### config.mk
export PLATFORM = sky130hd
export DESIGN_NAME = video_wr_arbiter_flat
export DESIGN_NICKNAME = d
export VERILOG_FILES = /design/src/rtl/video_stitch_pkg.sv /design/src/rtl/video_wr_arbiter_if.sv /design/src/rtl/rr_pick.sv /design/src/rtl/video_wr_arbiter.sv /design/src/flat_wrapper.sv
export SDC_FILE = /design/constraint.sdc
export NUM_CORES = 1
export LEC_CHECK = 0
export CORE_AREA = 2 2 271 273
export DETAILED_ROUTE_END_ITERATION = 12
export DIE_AREA = 0 0 273 275
export DONT_BUFFER_PORTS = 1
export PLACE_DENSITY = 0.3
export SETUP_SLACK_MARGIN = 0.2
export SLEW_MARGIN = 15
export SYNTH_ARGS = -nofsm -noshare
export SYNTH_HDL_FRONTEND = slang
export SYNTH_SLANG_ARGS = --single-unit
### constraint.sdc
create_clock -name M_AXI_ACLK -period 1.7 [get_ports M_AXI_ACLK]
set_input_delay 0.255 -clock M_AXI_ACLK [delete_from_list [all_inputs] [get_ports M_AXI_ACLK]]
set_output_delay 0.255 -clock M_AXI_ACLK [all_outputs]
set_load 0.02 [all_outputs]
### src/rtl/video_stitch_pkg.sv
// Shared types and AXI encodings for the video stitching write path.
package video_stitch_pkg;

   typedef enum logic [1:0] {StIdle, StAw, StW, StB} wr_state_e;

   localparam logic [1:0] AXI_BURST_INCR  = 2'b01;
   localparam logic [1:0] AXI_RESP_OKAY   = 2'b00;
   localparam logic [1:0] AXI_RESP_SLVERR = 2'b10;

endpackage

### src/rtl/video_wr_arbiter_if.sv
// AXI4 write-only bus (AW/W/B) between the arbiter (master) and frame memory (slave).
interface video_wr_arbiter_if #(
   parameter int unsigned C_M_AXI_ADDR_WIDTH = 32,
   parameter int unsigned C_M_AXI_DATA_WIDTH = 128,
   parameter int unsigned C_M_AXI_ID_WIDTH   = 1
);
   logic [C_M_AXI_ID_WIDTH-1:0]     awid;
   logic [C_M_AXI_ADDR_WIDTH-1:0]   awaddr;
   logic [7:0]                      awlen;
   logic [2:0]                      awsize;
   logic [1:0]                      awburst;
   logic                            awvalid;
   logic                            awready;
   logic [C_M_AXI_DATA_WIDTH-1:0]   wdata;
   logic [C_M_AXI_DATA_WIDTH/8-1:0] wstrb;
   logic                            wlast;
   logic                            wvalid;
   logic                            wready;
   logic [1:0]                      bresp;
   logic                            bvalid;
   logic                            bready;

   modport master (
      output awid, awaddr, awlen, awsize, awburst, awvalid,
      output wdata, wstrb, wlast, wvalid, bready,
      input  awready, wready, bresp, bvalid
   );

   modport slave (
      input  awid, awaddr, awlen, awsize, awburst, awvalid,
      input  wdata, wstrb, wlast, wvalid, bready,
      output awready, wready, bresp, bvalid
   );
endinterface

### src/rtl/rr_pick.sv
// Combinational round-robin search: first requester after ptr_i, wrapping modulo NUM_CH.
module rr_pick #(
   parameter int unsigned NUM_CH  = 3,
   parameter int unsigned GRANT_W = (NUM_CH > 1) ? $clog2(NUM_CH) : 1
) (
   input  logic [NUM_CH-1:0]  req_i,
   input  logic [GRANT_W-1:0] ptr_i,
   output logic [GRANT_W-1:0] grant_o,
   output logic               valid_o
);

   if (NUM_CH == 1) begin : g_single
      logic unused_ptr;
      assign unused_ptr = ^ptr_i;
      assign grant_o    = '0;
      assign valid_o    = req_i[0];
   end else begin : g_multi
      always_comb begin
         logic [GRANT_W-1:0] idx;
         grant_o = '0;
         valid_o = 1'b0;
         idx     = ptr_i;
         for (int unsigned i = 0; i < NUM_CH; i++) begin
            idx = (idx == GRANT_W'(NUM_CH - 1)) ? '0 : idx + GRANT_W'(1);
            if (!valid_o && req_i[idx]) begin
               valid_o = 1'b1;
               grant_o = idx;
            end
         end
      end
   end

endmodule

### src/rtl/video_wr_arbiter.sv
// N-channel round-robin AXI4 write arbiter; one fixed-length burst in flight at a time.
// Optional sticky error flags on non-OKAY BRESP when VIDEO_WR_ARB_ERR_EN is defined.
module video_wr_arbiter
   import video_stitch_pkg::*;
#(
   parameter int unsigned NUM_CH             = 3,
   parameter int unsigned C_M_AXI_ADDR_WIDTH = 32,
   parameter int unsigned C_M_AXI_DATA_WIDTH = 128,
   parameter int unsigned C_M_AXI_BURST_LEN  = 16,
   parameter int unsigned C_M_AXI_ID_WIDTH   = 1,
   localparam int unsigned GRANT_W           = (NUM_CH > 1) ? $clog2(NUM_CH) : 1
) (
   input  logic                                   M_AXI_ACLK,
   input  logic                                   M_AXI_ARESET,
   input  logic [NUM_CH-1:0]                      ch_req,
   input  logic [NUM_CH*C_M_AXI_ADDR_WIDTH-1:0]   ch_addr,
   input  logic [NUM_CH*C_M_AXI_DATA_WIDTH-1:0]   ch_rd_data,
   output logic [NUM_CH-1:0]                      ch_rd_en,
   output logic [NUM_CH-1:0]                      ch_ack,
   output logic [GRANT_W-1:0]                     grant_id,
   output logic                                   busy,
   output logic [NUM_CH-1:0]                      err_flags,
   video_wr_arbiter_if.master                     m_axi
);

   localparam int unsigned BEAT_W = (C_M_AXI_BURST_LEN > 1) ? $clog2(C_M_AXI_BURST_LEN) : 1;
   localparam logic [BEAT_W-1:0] LAST_BEAT = BEAT_W'(C_M_AXI_BURST_LEN - 1);
   localparam logic [NUM_CH-1:0] CH_ONE    = NUM_CH'(1);

   wr_state_e                     state_q, state_d;
   logic [GRANT_W-1:0]            grant_q, grant_d;
   logic [GRANT_W-1:0]            last_q, last_d;
   logic [C_M_AXI_ADDR_WIDTH-1:0] awaddr_q, awaddr_d;
   logic [BEAT_W-1:0]             beat_q, beat_d;
   logic [GRANT_W-1:0]            pick_idx;
   logic                          pick_valid;
   logic                          aw_valid, w_valid, w_last, b_ready;

   rr_pick #(
      .NUM_CH  (NUM_CH),
      .GRANT_W (GRANT_W)
   ) u_rr_pick (
      .req_i   (ch_req),
      .ptr_i   (last_q),
      .grant_o (pick_idx),
      .valid_o (pick_valid)
   );

   always_comb begin
      state_d  = state_q;
      grant_d  = grant_q;
      last_d   = last_q;
      awaddr_d = awaddr_q;
      beat_d   = beat_q;
      ch_rd_en = '0;
      ch_ack   = '0;
      aw_valid = 1'b0;
      w_valid  = 1'b0;
      b_ready  = 1'b0;
      w_last   = (state_q == StW) && (beat_q == LAST_BEAT);
      unique case (state_q)
         StIdle: begin
            if (pick_valid) begin
               grant_d  = pick_idx;
               awaddr_d = ch_addr[int'(pick_idx)*C_M_AXI_ADDR_WIDTH +: C_M_AXI_ADDR_WIDTH];
               state_d  = StAw;
            end
         end
         StAw: begin
            aw_valid = 1'b1;
            if (m_axi.awready) state_d = StW;
         end
         StW: begin
            w_valid = 1'b1;
            if (m_axi.wready) begin
               ch_rd_en = CH_ONE << grant_q;
               if (w_last) begin
                  beat_d  = '0;
                  state_d = StB;
               end else begin
                  beat_d = beat_q + BEAT_W'(1);
               end
            end
         end
         StB: begin
            b_ready = 1'b1;
            if (m_axi.bvalid) begin
               ch_ack  = CH_ONE << grant_q;
               last_d  = grant_q;
               state_d = StIdle;
            end
         end
         default: state_d = StIdle;
      endcase
   end

   always_ff @(posedge M_AXI_ACLK or posedge M_AXI_ARESET) begin
      if (M_AXI_ARESET) begin
         state_q  <= StIdle;
         grant_q  <= '0;
         last_q   <= GRANT_W'(NUM_CH - 1);
         awaddr_q <= '0;
         beat_q   <= '0;
      end else begin
         state_q  <= state_d;
         grant_q  <= grant_d;
         last_q   <= last_d;
         awaddr_q <= awaddr_d;
         beat_q   <= beat_d;
      end
   end

`ifdef VIDEO_WR_ARB_ERR_EN
   logic [NUM_CH-1:0] err_q, err_d;

   always_comb begin
      err_d = err_q;
      if (state_q == StB && m_axi.bvalid && m_axi.bresp != AXI_RESP_OKAY) begin
         err_d = err_q | (CH_ONE << grant_q);
      end
   end

   always_ff @(posedge M_AXI_ACLK or posedge M_AXI_ARESET) begin
      if (M_AXI_ARESET) err_q <= '0;
      else              err_q <= err_d;
   end

   assign err_flags = err_q;
`else
   logic unused_bresp;
   assign unused_bresp = ^m_axi.bresp;
   assign err_flags    = '0;
`endif

   // WDATA is the granted FIFO head, so a stalled beat stays put until the slave takes it.
   assign m_axi.awid    = '0;
   assign m_axi.awaddr  = awaddr_q;
   assign m_axi.awlen   = 8'(C_M_AXI_BURST_LEN - 1);
   assign m_axi.awsize  = 3'($clog2(C_M_AXI_DATA_WIDTH / 8));
   assign m_axi.awburst = AXI_BURST_INCR;
   assign m_axi.awvalid = aw_valid;
   assign m_axi.wdata   = ch_rd_data[int'(grant_q)*C_M_AXI_DATA_WIDTH +: C_M_AXI_DATA_WIDTH];
   assign m_axi.wstrb   = '1;
   assign m_axi.wlast   = w_last;
   assign m_axi.wvalid  = w_valid;
   assign m_axi.bready  = b_ready;

   assign grant_id = grant_q;
   assign busy     = (state_q != StIdle);

endmodule

### src/flat_wrapper.sv
// flat-port wrapper written by rule: the top's interface ports become plain ports
module video_wr_arbiter_flat import video_stitch_pkg::*;
#(
   parameter int unsigned NUM_CH             = 3,
   parameter int unsigned C_M_AXI_ADDR_WIDTH = 32,
   parameter int unsigned C_M_AXI_DATA_WIDTH = 128,
   parameter int unsigned C_M_AXI_BURST_LEN  = 16,
   parameter int unsigned C_M_AXI_ID_WIDTH   = 1,
   localparam int unsigned GRANT_W           = (NUM_CH > 1) ? $clog2(NUM_CH) : 1
)
  (M_AXI_ACLK, M_AXI_ARESET, ch_req, ch_addr, ch_rd_data, ch_rd_en, ch_ack, grant_id, busy, err_flags, m_axi_awid, m_axi_awaddr, m_axi_awlen, m_axi_awsize, m_axi_awburst, m_axi_awvalid, m_axi_wdata, m_axi_wstrb, m_axi_wlast, m_axi_wvalid, m_axi_bready, m_axi_awready, m_axi_wready, m_axi_bresp, m_axi_bvalid);
  video_wr_arbiter_if #(.C_M_AXI_ADDR_WIDTH(C_M_AXI_ADDR_WIDTH), .C_M_AXI_DATA_WIDTH(C_M_AXI_DATA_WIDTH), .C_M_AXI_ID_WIDTH(C_M_AXI_ID_WIDTH)) m_axi_i ();
  input  logic M_AXI_ACLK;
  input  logic M_AXI_ARESET;
  input  logic [NUM_CH-1:0] ch_req;
  input  logic [NUM_CH*C_M_AXI_ADDR_WIDTH-1:0] ch_addr;
  input  logic [NUM_CH*C_M_AXI_DATA_WIDTH-1:0] ch_rd_data;
  output logic [NUM_CH-1:0] ch_rd_en;
  output logic [NUM_CH-1:0] ch_ack;
  output logic [GRANT_W-1:0] grant_id;
  output logic busy;
  output logic [NUM_CH-1:0] err_flags;
  output wire logic [$bits(m_axi_i.awid)-1:0] m_axi_awid;
  output wire logic [$bits(m_axi_i.awaddr)-1:0] m_axi_awaddr;
  output wire logic [$bits(m_axi_i.awlen)-1:0] m_axi_awlen;
  output wire logic [$bits(m_axi_i.awsize)-1:0] m_axi_awsize;
  output wire logic [$bits(m_axi_i.awburst)-1:0] m_axi_awburst;
  output wire logic [$bits(m_axi_i.awvalid)-1:0] m_axi_awvalid;
  output wire logic [$bits(m_axi_i.wdata)-1:0] m_axi_wdata;
  output wire logic [$bits(m_axi_i.wstrb)-1:0] m_axi_wstrb;
  output wire logic [$bits(m_axi_i.wlast)-1:0] m_axi_wlast;
  output wire logic [$bits(m_axi_i.wvalid)-1:0] m_axi_wvalid;
  output wire logic [$bits(m_axi_i.bready)-1:0] m_axi_bready;
  input wire logic [$bits(m_axi_i.awready)-1:0] m_axi_awready;
  input wire logic [$bits(m_axi_i.wready)-1:0] m_axi_wready;
  input wire logic [$bits(m_axi_i.bresp)-1:0] m_axi_bresp;
  input wire logic [$bits(m_axi_i.bvalid)-1:0] m_axi_bvalid;
  assign m_axi_awid = m_axi_i.awid;
  assign m_axi_awaddr = m_axi_i.awaddr;
  assign m_axi_awlen = m_axi_i.awlen;
  assign m_axi_awsize = m_axi_i.awsize;
  assign m_axi_awburst = m_axi_i.awburst;
  assign m_axi_awvalid = m_axi_i.awvalid;
  assign m_axi_wdata = m_axi_i.wdata;
  assign m_axi_wstrb = m_axi_i.wstrb;
  assign m_axi_wlast = m_axi_i.wlast;
  assign m_axi_wvalid = m_axi_i.wvalid;
  assign m_axi_bready = m_axi_i.bready;
  assign m_axi_i.awready = m_axi_awready;
  assign m_axi_i.wready = m_axi_wready;
  assign m_axi_i.bresp = m_axi_bresp;
  assign m_axi_i.bvalid = m_axi_bvalid;
  video_wr_arbiter #(.NUM_CH(NUM_CH), .C_M_AXI_ADDR_WIDTH(C_M_AXI_ADDR_WIDTH), .C_M_AXI_DATA_WIDTH(C_M_AXI_DATA_WIDTH), .C_M_AXI_BURST_LEN(C_M_AXI_BURST_LEN), .C_M_AXI_ID_WIDTH(C_M_AXI_ID_WIDTH)) u_core (.M_AXI_ACLK(M_AXI_ACLK), .M_AXI_ARESET(M_AXI_ARESET), .ch_req(ch_req), .ch_addr(ch_addr), .ch_rd_data(ch_rd_data), .ch_rd_en(ch_rd_en), .ch_ack(ch_ack), .grant_id(grant_id), .busy(busy), .err_flags(err_flags), .m_axi(m_axi_i));
endmodule
# Word-level counts from Yosys, hierarchy flattened
# Cells that the tools add are included.
dict set report totals {
  register_bits 42
  latchBits 0
  ram_bits 0
  rom_bits 0
  inputBits 490
  out_inout_bits 206
  word_cells 67
  n_memories 0
}
dict set report op_classes {
  n_addsub 4
  multipliers 0
  div_mod_pow 0
  magnitude_cmp 3
  n_eq_ne 12
  shift 3
  n_mux 29
  bitwise_logic 0
  reduce_logical 11
}
# operator count
set ops {}
lappend ops {{variable part select 384 x 10 -> 128 bit} 1}
lappend ops {{variable part select 96 x 8 -> 32 bit} 1}
lappend ops {{two-way mux 2 bit} 11}
lappend ops {{two-way mux 3 bit} 4}
lappend ops {{equality test 2 bit, second input constant} 5}
lappend ops {{< comparator 2 x 3 -> 1 bit, second input constant} 3}
lappend ops {{two-way mux 1 bit} 9}
lappend ops {{!= test 2 bit, second input constant} 4}
lappend ops {{case mux 2 bit (4 select lines)} 1}
lappend ops {{adder 2 x 1 -> 2 bit, second input constant} 3}
lappend ops {{binary-select mux 1 bit (select 2 bit)} 3}
lappend ops {{AND reduction 2 bit} 3}
lappend ops {{AND reduction 5 bit} 1}
lappend ops {{adder 4 x 1 -> 4 bit, second input constant} 1}
lappend ops {{equality test 4 bit, second input constant} 1}
lappend ops {{two-way mux 4 bit} 1}
lappend ops {{logical AND 1 bit} 3}
lappend ops {{<< shifter 1 x 2 -> 3 bit, first input constant} 1}
lappend ops {{equality test 2 x 1 -> 1 bit, second input constant} 1}
lappend ops {{zero test 1 bit} 2}
lappend ops {{zero test 2 bit} 1}
lappend ops {{!= test 2 x 1 -> 1 bit, second input constant} 1}
lappend ops {{nonzero test 2 bit} 1}

# Depth between registers and ports, before layout
dict set report depth {
  word_depth 13
  depth_mapped 7
  depth_no_buf 6
}

# Modules after synthesis
# Synthesis repeated with hierarchy kept, for this count alone.
dict set report hier_totals {
  hier_cells 704
  area_unflattened_um2 5285.1
}
# mod n_inst cells_per_inst area_per_inst_um2 seq_area_each_um2
set modules_own_cells {}
lappend modules_own_cells {video_wr_arbiter 1 696 5235.0 1052.3}
lappend modules_own_cells {rr_pick 1 8 50.0 0.0}

# Worst setup path after synthesis
# Ideal clock, no wire load.
dict set report synth_path {
  path_kind {flip-flop to output port}
  startpoint {reg u_core.grant_q[1], in the netlist u_core.grant_id[1]}
  endpoint {out m_axi_wdata[103]}
  arrival_ns 1.657
  required_ns 1.445
  setup_slack_ns -0.212
  stages_incl_launch_ff 6
  n_path_buf 3
  cell_sequence {dfrtp_1 -> buf_2 -> buf_2 -> buf_2 -> mux2i_1 -> o21ai_0}
}
dict set report synth_via {
  elab_chain_len 1
}
# element line
set synth_rtl {}
lappend synth_rtl {{start, declared} video_wr_arbiter.sv:31} ;# logic [GRANT_W-1:0] grant_q, grant_d;
lappend synth_rtl {{start signal, assigned} video_wr_arbiter.sv:106} ;# grant_q <= grant_d;
lappend synth_rtl {{variable part select 384 x 10 -> 128 bit} video_wr_arbiter.sv:142} ;# assign m_axi.wdata = ch_rd_data[int'(grant_q)*C_M_AXI_DATA_WIDTH +: C_M_AXI_DATA_WIDTH];
lappend synth_rtl {{end, declared} flat_wrapper.sv:29} ;# output wire logic [$bits(m_axi_i.wdata)-1:0] m_axi_wdata;
# No other way between the ends.

# Worst setup path in the final report
dict set report layout_path {
  startpoint {reg u_core.grant_q[1], in the netlist u_core.grant_id[1]}
  endpoint {out m_axi_wdata[57]}
}
# Same word-level chain as after synthesis.

==> impl_metrics.tcl <==
set metrics [dict create \
    critPathMaxFanout 8 \
    cp.arrival_ps 1780 \
    slew_violations 0 \
    p_per_area_mw_per_mm2 1990 \
    combPwrFrac_pct 83.4 \
    die_h_um 275 \
    layout_common_cells "mux2i_1, o21ai_4, nand2_4" \
    synth_ff_type "dfrtp_1" \
    core_area_mm2 0.0723 \
    grt_max_degree 43 \
    totalWireLength_um 35000 \
    route.met2.wl_um 17800 \
    syn2layout_area_growth_pct 105 \
    preCtsSetupSlack_ps -174 \
    ys_seq_area_share_pct 20.0 \
    initial_core_util_pct 7.27 \
    peakVddDrop_v 0.000705 \
    clkPwrFrac_pct 5.0 \
    wl_met1_um 12900 \
    rrSetupSlack_ps 70 \
    leakagePower_uw 0.00421 \
    via_per_inst 3.32 \
    p_seq_share_pct 11.6 \
    r2r_start "u_core.last_q[1]" \
    crit_path_end_kind "output port" \
    crit_type "reg2out" \
    final_antenna_net_count 0 \
    gp_congestion 0.733 \
    crit_path_max_incr_delay_ps 510 \
    whs_path_depth 2 \
    cap_violations 0 \
    synth.largest_area_cell "mux2i_1" \
    switching_share_pct 53.9 \
    p_int_uw 9880 \
    num_rows 99 \
    clock_sinks 42 \
    r2r_cells 7 \
    worstPathCellList "and2b_4 > buf_6 > buf_12 > buf_12 > nand2_2 > o21ai_4" \
    die_w_um 273 \
    wl_per_cell_um 20.2 \
    setup_viol 133 \
    yosys_warnings 0 \
    dp_hpwl_um 27100 \
    crit_family "flip-flops" \
    drive_above_1_share_pct 62.9 \
    grt_pass1_vias 6062 \
    wl_met3_um 3050 \
    tritoncts "yes" \
    setup_ws_ps -335 \
    htreeDepth 2 \
    path_common_cell "buf_12" \
    cp_data_required_time_ps 1440 \
    grt_use_total_pct 8.22 \
    drc_errors 0 \
    fin_skew_ps 10.9 \
    ys_top_cells_by_area "mux2i_1, dfrtp_1, o21ai_0" \
    status "finished, violations left" \
    layout.cells.non_filler 1732 \
    min-delay-start "ch_addr[95]" \
    dp_cells 1669 \
    worstSetupStartpointType "flop" \
    p_total_uw 21400 \
    vias 5754 \
    p_sw_uw 11500 \
    yosysTopAreaCellShare_pct 30.6 \
    numCtsBuffers 5 \
    hold_end "u_core.m_axi.awaddr[31]" \
    fin_crit_ps 2040 \
    synth_edf_count 0 \
    portBuffers 0 \
    r2r_end "u_core.m_axi.awaddr[12]" \
    first_iter_violations 159 \
    finalCritPeriodShare_pct 120 \
    rsz0062_at_grt "yes" \
    synth_cell_types 38 \
    holdWs_ps 122 \
    avgSynthCellArea_um2 7.79 \
    fin_nets 1262 \
    io_pins 696 \
    final_common_cell "mux2i_1" \
    dr.pass1.iters 4 \
    synthCells 675 \
    violations "setup timing" \
    hold_viol_final 0 \
    fmax_mhz 491 \
    setup_tns_ps -35350 \
    synthArstFlopShare_pct 100 \
    cts.path.max_buffers 2 \
    synth-seq-cells 42 \
    worstHoldPathType "in2reg" \
    cp_slowest_cell "dfrtp_4" \
    highest_layer "met4" \
    antenna_found_initial 5 \
    cts-root-buf "clkbuf_16" \
    crit_buf_inv 3 \
    die_area_mm2 0.0751 \
    grt.overflow.total 0 \
    path_clk_slew_ps 70 \
    syn_area_mm2 0.00526 \
    clkLatencyLatePin_ps 300 \
    grt_first_pass_wirelength_um 44100 \
]
worst max path at each step:
stage	start	endpoint	slack (ps)	cells after the start
floorplan	u_core.grant_id[0]	m_axi_wdata[103]	-7	7
global placement	u_core.grant_id[1]	m_axi_wdata[34]	-160	4
detailed placement	u_core.grant_id[1]	m_axi_wdata[34]	-170	4
CTS	u_core.grant_id[1]	m_axi_wdata[61]	-410	6
global route	u_core.grant_id[1]	m_axi_wdata[26]	-420	6
finish	u_core.grant_id[1]	m_axi_wdata[57]	-340	6
logic make-up (layout without fill, tap and decap cells):
| kind of cell | after synthesis | after routing | synth area share, % |
|---|---|---|---|
| AO/OA/AOI/OAI | 203 | 203 | 22.6 |
| XOR/XNOR | 1 | 1 | 0.167 |
| adder cells (fa/ha/maj) | 5 | 5 | 1.19 |
| buffers and inverters | 100 | 162 | 12.3 |
| flip-flops | 42 | 42 | 20.0 |
| multiplexers | 165 | 165 | 31.5 |
| other | 2 | 38 | 0.143 |
| AND/OR/NAND/NOR | 157 | 157 | 12.2 |
per-stage QoR:
stage,utilization (%),instance area (um2)
3_5_place_dp,12.5,9040
5_1_grt,14.9,10800
6_report,14.9,10800
3_3_place_gp,12.5,9040
4_1_cts,14.1,10200
2_1_floorplan,-,7660
final cells by class:
cell class | instances | area (um2)
inverters | 6 | 28.8
fillers | 8072 | 61600
diodes | 5 | 12.5
clock inverters | 2 | 16.3
well taps | 959 | 1200
repair buffers | 148 | 2080
multi-input cells | 564 | 6220
clock buffers | 6 | 139
flip-flops and latches | 42 | 1060
worst register-to-register path, cell delays in order (launching register included):
cell and delay, ps:
dfstp_2 590, nor2b_4 60, a2bb2oi_4 170, buf_12 140
buf_12 130, buf_16 150, mux2i_1 170, o21ai_1 80
registers in the layout (all words and copies together), names as in the netlist:
| signal | count |
|---|---|
| u_core.m_axi.awaddr | 32 |
| u_core.beat_q | 4 |
| u_core.grant_id | 2 |
| u_core.last_q | 2 |
| u_core.state_q | 2 |
routing by layer:
layer / track usage, % / up-vias
met3: 2.24 / 48
met2: 14.7 / 411
met4: 3.39 / 0
met5: 0 / -
met1: 9.18 / 2721
li1: - / 2574
synthesized netlist by cell type (3+ instances only):
master / instances
nand2b_1: 3
buf_6: 3
buf_4: 44
inv_1: 6
nor2_1: 8
mux2i_1: 161
a32oi_1: 32
o21ai_1: 49
dfrtp_1: 41
buf_12: 3
clkbuf_1: 18
ha_1: 5
buf_2: 24
mux2_2: 3
nor3_1: 3
o21ai_0: 113
nand2_1: 133
power groups by stage:
| stage | logic (uW) | clock network (uW) | registers (uW) |
|---|---|---|---|
| floorplan | 11300 | 0 | 2290 |
| global route | 18900 | 1150 | 2550 |
| finish | 17900 | 1060 | 2480 |
| CTS | 17100 | 1130 | 2470 |
| detailed placement | 14600 | 0 | 2460 |
| global placement | 14600 | 0 | 2500 |
timing repair:
action,4_1_cts,5_1_grt
pin swaps,19,20
buffers inserted,24,11
endpoints found under the hold margin,41,0
setup endpoints to repair,171,175
resized for setup,120,84
hold buffers,1,0
gates cloned,10,4
(Power assumes the default switching activity.)
